`src/rtl/cfg_pass_scheduler_pkg.sv`:
```
// Shared state encoding and default sizing for the config pass scheduler.
// Latency: none (types and constants only).
// Backpressure: none.
package cfg_pass_scheduler_pkg;

    localparam int DEF_PASS_W         = 8;
    localparam int DEF_WDT_W          = 16;
    localparam int DEF_TIMEOUT_CYCLES = 50000;

    typedef enum logic [2:0] {
        ST_IDLE     = 3'd0,
        ST_ROW_GO   = 3'd1,
        ST_ROW_WAIT = 3'd2,
        ST_COL_GO   = 3'd3,
        ST_COL_WAIT = 3'd4,
        ST_PASS_CHK = 3'd5,
        ST_DONE     = 3'd6,
        ST_ERROR    = 3'd7
    } state_t;

    function automatic logic is_busy(state_t s);
        return !(s == ST_IDLE || s == ST_DONE || s == ST_ERROR);
    endfunction

endpackage

```
`src/rtl/cfg_pass_scheduler_wdt.sv`:
```
// Wait-state watchdog: clears on entry, counts while enabled, flags the last allowed cycle.
// Latency: o_timeout is combinational on the registered count.
// Backpressure: none; i_clr has priority over i_en.
module cfg_pass_scheduler_wdt #(
    parameter int WDT_W          = 16,
    parameter int TIMEOUT_CYCLES = 50000
) (
    input  logic clk,
    input  logic rst,
    input  logic i_clr,
    input  logic i_en,
    output logic o_timeout
);

    localparam logic [WDT_W-1:0] LP_LAST = WDT_W'(TIMEOUT_CYCLES - 1);

    logic [WDT_W-1:0] r_cnt;

    always_ff @(posedge clk or posedge rst) begin
        if (rst) begin
            r_cnt <= '0;
        end else if (i_clr) begin
            r_cnt <= '0;
        end else if (i_en) begin
            r_cnt <= r_cnt + WDT_W'(1);
        end
    end

    assign o_timeout = i_en && (r_cnt == LP_LAST);

endmodule

```
`src/rtl/cfg_pass_scheduler.sv`:
```
// Sequences row then column config engines for N passes, with sticky abort (optional watchdog: CFG_SCHED_WDT_EN).
// Latency: start->row go 1 cycle, row done->col go 1 cycle, col done->next row go 2 cycles.
// Backpressure: engines are never stopped; abort is honoured at the running engine's done.
module cfg_pass_scheduler
    import cfg_pass_scheduler_pkg::*;
#(
    parameter int PASS_W         = DEF_PASS_W,
    parameter int WDT_W          = DEF_WDT_W,
    parameter int TIMEOUT_CYCLES = DEF_TIMEOUT_CYCLES
) (
    input  logic              clk,
    input  logic              rst,
    input  logic              i_start,
    input  logic              i_abort,
    input  logic [PASS_W-1:0] i_passes,
    output logic              o_row_go,
    input  logic              i_row_done,
    output logic              o_col_go,
    input  logic              i_col_done,
    output logic              o_busy,
    output logic              o_done,
    output logic              o_aborted,
    output logic              o_err,
    output logic [PASS_W-1:0] o_pass_cnt
);

    state_t            r_state;
    state_t            w_next;
    logic [PASS_W-1:0] r_passes;
    logic [PASS_W-1:0] r_pass_cnt;
    logic              r_abort;
    logic              w_start_ok;
    logic              w_last;
    logic              w_wdt_timeout;

    assign w_start_ok = i_start && (r_state == ST_IDLE || r_state == ST_ERROR);
    assign w_last     = (r_pass_cnt + PASS_W'(1)) == r_passes;

`ifdef CFG_SCHED_WDT_EN
    logic w_wdt_clr;
    logic w_wdt_en;

    // Each go state is the single entry point of its wait state.
    assign w_wdt_clr = (r_state == ST_ROW_GO) || (r_state == ST_COL_GO);
    assign w_wdt_en  = (r_state == ST_ROW_WAIT) || (r_state == ST_COL_WAIT);

    cfg_pass_scheduler_wdt #(
        .WDT_W         (WDT_W),
        .TIMEOUT_CYCLES(TIMEOUT_CYCLES)
    ) u_wdt (
        .clk      (clk),
        .rst      (rst),
        .i_clr    (w_wdt_clr),
        .i_en     (w_wdt_en),
        .o_timeout(w_wdt_timeout)
    );
`else
    assign w_wdt_timeout = 1'b0;
`endif

    always_comb begin
        w_next = r_state;
        case (r_state)
            ST_IDLE, ST_ERROR: begin
                if (i_start) begin
                    w_next = (i_passes == '0) ? ST_DONE : ST_ROW_GO;
                end
            end
            ST_ROW_GO:   w_next = ST_ROW_WAIT;
            ST_ROW_WAIT: begin
                if (i_row_done) begin
                    w_next = (r_abort || i_abort) ? ST_DONE : ST_COL_GO;
                end else if (w_wdt_timeout) begin
                    w_next = ST_ERROR;
                end
            end
            ST_COL_GO:   w_next = ST_COL_WAIT;
            ST_COL_WAIT: begin
                if (i_col_done) begin
                    w_next = ST_PASS_CHK;
                end else if (w_wdt_timeout) begin
                    w_next = ST_ERROR;
                end
            end
            ST_PASS_CHK: w_next = (r_abort || w_last) ? ST_DONE : ST_ROW_GO;
            ST_DONE:     w_next = ST_IDLE;
            default:     w_next = ST_IDLE;
        endcase
    end

    always_ff @(posedge clk or posedge rst) begin
        if (rst) begin
            r_state    <= ST_IDLE;
            r_passes   <= '0;
            r_pass_cnt <= '0;
            r_abort    <= 1'b0;
        end else begin
            r_state <= w_next;
            if (w_start_ok) begin
                r_passes   <= i_passes;
                r_pass_cnt <= '0;
                r_abort    <= 1'b0;
            end else begin
                if (is_busy(r_state) && i_abort) begin
                    r_abort <= 1'b1;
                end
                // Stops at r_passes because PASS_CHK exits to DONE on the last pass.
                if (r_state == ST_PASS_CHK) begin
                    r_pass_cnt <= r_pass_cnt + PASS_W'(1);
                end
            end
        end
    end

    assign o_row_go   = (r_state == ST_ROW_GO);
    assign o_col_go   = (r_state == ST_COL_GO);
    assign o_busy     = is_busy(r_state);
    assign o_done     = (r_state == ST_DONE);
    assign o_aborted  = (r_state == ST_DONE) && r_abort;
    assign o_err      = (r_state == ST_ERROR);
    assign o_pass_cnt = r_pass_cnt;

endmodule
```
`config.mk`:
```
export PLATFORM = sky130hd
export DESIGN_NAME = cfg_pass_scheduler
export DESIGN_NICKNAME = d
export VERILOG_FILES = /design/src/rtl/cfg_pass_scheduler_pkg.sv /design/src/rtl/cfg_pass_scheduler_wdt.sv /design/src/rtl/cfg_pass_scheduler.sv
export SDC_FILE = /design/constraint.sdc
export NUM_CORES = 1
export LEC_CHECK = 0
export BUFFER_PORTS_ARGS = -buffer_cell sky130_fd_sc_hd__buf_2
export CAP_MARGIN = 20
export CELL_PAD_IN_SITES_DETAIL_PLACEMENT = 2
export CELL_PAD_IN_SITES_GLOBAL_PLACEMENT = 2
export CORE_UTILIZATION = 32
export CTS_BUF_LIST = sky130_fd_sc_hd__clkbuf_16
export DETAILED_ROUTE_END_ITERATION = 8
export PLACE_DENSITY_LB_ADDON = 0.1
export RECOVER_POWER = 50
export SYNTH_ARGS = -nofsm -noshare
export SYNTH_HDL_FRONTEND = slang
export SYNTH_SLANG_ARGS = --single-unit
```
`constraint.sdc`:
```
create_clock -name clk -period 2.6 [get_ports clk]
set_input_delay 0.52 -clock clk [delete_from_list [all_inputs] [get_ports clk]]
set_output_delay 0.52 -clock clk [all_outputs]
set_load 0.01 [all_outputs]
```
==> results.cfg <==
[detailed_routing]
vias = 1122
dr.pass1.iters = 3
wl_per_cell_um = 17.85
ant_nets = 0
avgViaCountPerCell = 5.394
routed_wl_um = 3712
drc = 0
drt_iter0_drc = 53

[clock_tree]
clockBufferDepth = 2
cts.repair.resized = 0
root_buffer = clkbuf_16
cts_tree = yes
cts_max_level = 1
post_cts_buffers = 0
ctsHoldBuffers = 0
cts_sinks = 20
clock_latency_ns = 0.25
numCtsBuffers = 3
path_clk_slew_ns = 0.05

[finish]
syn2layout_area_growth_pct = 17.45
multi_input_area_sq_um = 734.5
n_antenna_cell = 0
final_nets = 177
seqCellArea_sq_um = 500.5
num-fill-cells = 434
instances_no_fill = 208
drive_gt1_share_pct = 21.88
fin_util_pct = 40.27

[global_route]
use_met2_pct = 35.82
antenna_found_initial = 0
grt.overflow.total = 0
grt_usage_pct = 19.90
grt_max_degree = 21
use_met3_pct = 3.993
grt_use_met1_pct = 23.63
grt_pass1_vias = 1219
grt_pass1_wl_um = 6230
top_usage_layer = met2

[sta]
slew_violations = 0
setup_viol = 0
fin_crit_sh_pct = 90.10
fmaxAchievable_ghz = 0.4269
worstMarginPinSlew_ns = 0.7857
hold_ws_ns = 0.4089
period_needed_ns = 2.343
rsz0062_at_grt = no
worst_clock_skew_ns = 0.002160
relSlewSlack_pct = 47.56
setup_tns_ns = 0
hold_viol_final = 0

[worst_setup_path]
reg2reg_slack_ns = 0.26
required_ns = 2.73
critPathKind = flip-flop to flip-flop
cpPeakStageDelay_ns = 0.46
worst_setup_path_start_kind = flip-flop
critPathMaxFanout = 6
end_kind = flip-flop
path_cells = ha_1 -> and3_1 -> nand4_4 -> a2111oi_4 -> a41oi_1 -> a221o_1
cp_data_arrival_time_ns = 2.48
rr_endpoint = r_state[0]
worstRegToRegCells = 6
critPathSlowestCell = dfrtp_1
rr_startpoint = o_pass_cnt[0]

[min_path]
hold_class = primary input to asynchronous set/reset pin

[synth]
yosysMostFrequentCell = dfrtp_1
yosys-top-cells-count = 20 x dfrtp_1, 16 x o21ai_0, 14 x nand2_1, 11 x nor2_1, 8 x mux2_2
yosysTopAreaCellShare_pct = 38.99
synth_seq_cells = 20
ys_seq_area_share_pct = 38.99
syn_area_sq_um = 1284
synth.area.top_cells = dfrtp_1 39%, mux2_2 7.0%, o21ai_0 6.2%, nand2_1 4.1%, xnor2_1 4.1%
synth-edff-count = 0
avgSynthCellArea_sq_um = 9.302
yosysUniqueCellTypes = 39
async_reset_ff_share_pct = 100.0
ys.flop_type = dfrtp_1
synth_nets = 153
syn_inst = 138
synth_top_area_cell = dfrtp_1
synthesis.yosys.warnings = 0

[place]
io_buffers = 27
placedCellCount = 205
gp_congestion = 0.7562
hpwlAfterDp_um = 2727

[floorplan]
die_w_um = 65.34
io-pin-count = 28
rows = 22
start_util_pct = 34.29
die_h_um = 65.34
die_area_sq_um = 4269
core-area_sq_um = 3744

[power_and_ir_drop]
p_leak_nw = 0.6595
p_per_area_nw_per_um2 = 1201
p_total_mw = 1.811
vdd_drop_max_uv = 364.6

[run]
cap_violations = 0

[outcome]
status = finished clean
==> area by class of cell <==
class	instances	area share (%)
multi-input cells	108	48.71
flip-flops and latches	20	33.19
repair buffers	28	8.880
clock buffers	3	4.979
well taps	48	3.983
inverters	1	0.2490
==> kinds of logic (layout without fill, tap and decap cells) <==
kind of cell    after synthesis  after routing  share of synthesized area [%]
fa+ha+maj                     1              1                         0.9745
buf+inv                      10             32                          3.801
flops                        20             20                          38.99
mux                          10             10                          8.577
simple gates                 49             49                          19.88
compound gates               36             36                          19.59
xor+xnor                     12             12                          8.187
==> flip-flops by register name (all words and copies together) (netlist names) <==
| register | flops |
|---|---|
| r_passes | 8 |
| r_state | 3 |
| o_pass_cnt | 8 |
| r_abort | 1 |
==> worst max path at each step <==
stage | from | end | slack (ns)
finish | o_pass_cnt[0] | r_state[0] | 0.26
global placement | o_pass_cnt[0] | r_state[0] | 0.40
detailed placement | o_pass_cnt[0] | r_state[0] | 0.30
global route | o_pass_cnt[0] | r_state[0] | 0.13
floorplan | o_pass_cnt[0] | r_state[0] | 0.40
CTS | o_pass_cnt[0] | r_state[0] | 0.25
==> where the power goes <==
part           switching [mW]  total [mW]  internal [mW]
logic                   0.444       0.842          0.398
registers               0.223       0.658          0.435
clock network           0.109       0.311          0.203
total                   0.776        1.81           1.04
==> per-stage QoR <==
| step | area, sq um | setup slack (ns) |
|---|---|---|
| global placement | 1441 | 0.3978 |
| global route | 1508 | 0.1290 |
| floorplan | 1284 | 0.4011 |
| finish | 1508 | 0.2574 |
| CTS | 1516 | 0.2510 |
| detailed placement | 1441 | 0.3046 |
==> worst max-delay path, delay by kind of cell, from the launching register on <==
| kind | cells | cell delay [ns] |
|---|---|---|
| compound gates | 3 | 0.97 |
| fa+ha+maj | 1 | 0.27 |
| flops | 1 | 0.46 |
| simple gates | 2 | 0.53 |
==> per-layer routing <==
layer	routed length (um)	part of all wire, %
met3	127	3.4
met2	1922	52
met4	40	1.1
met1	1621	44
met5	0	0
==> cells in the final DEF, fill, tap and decap left out, drive strengths merged, types with 3 or more instances in the layout <==
cell type | Yosys | layout
clkbuf | 5 | 10
xor2 | 6 | 6
and2 | 4 | 4
nor3 | 3 | 3
mux2 | 8 | 8
a21oi | 3 | 3
o31ai | 3 | 3
nor2 | 11 | 11
dfrtp | 20 | 20
o21ai | 17 | 17
buf | 4 | 21
xnor2 | 6 | 6
nand2b | 3 | 3
nand2 | 14 | 14
nand3 | 4 | 4
(Power assumes the default switching activity.)
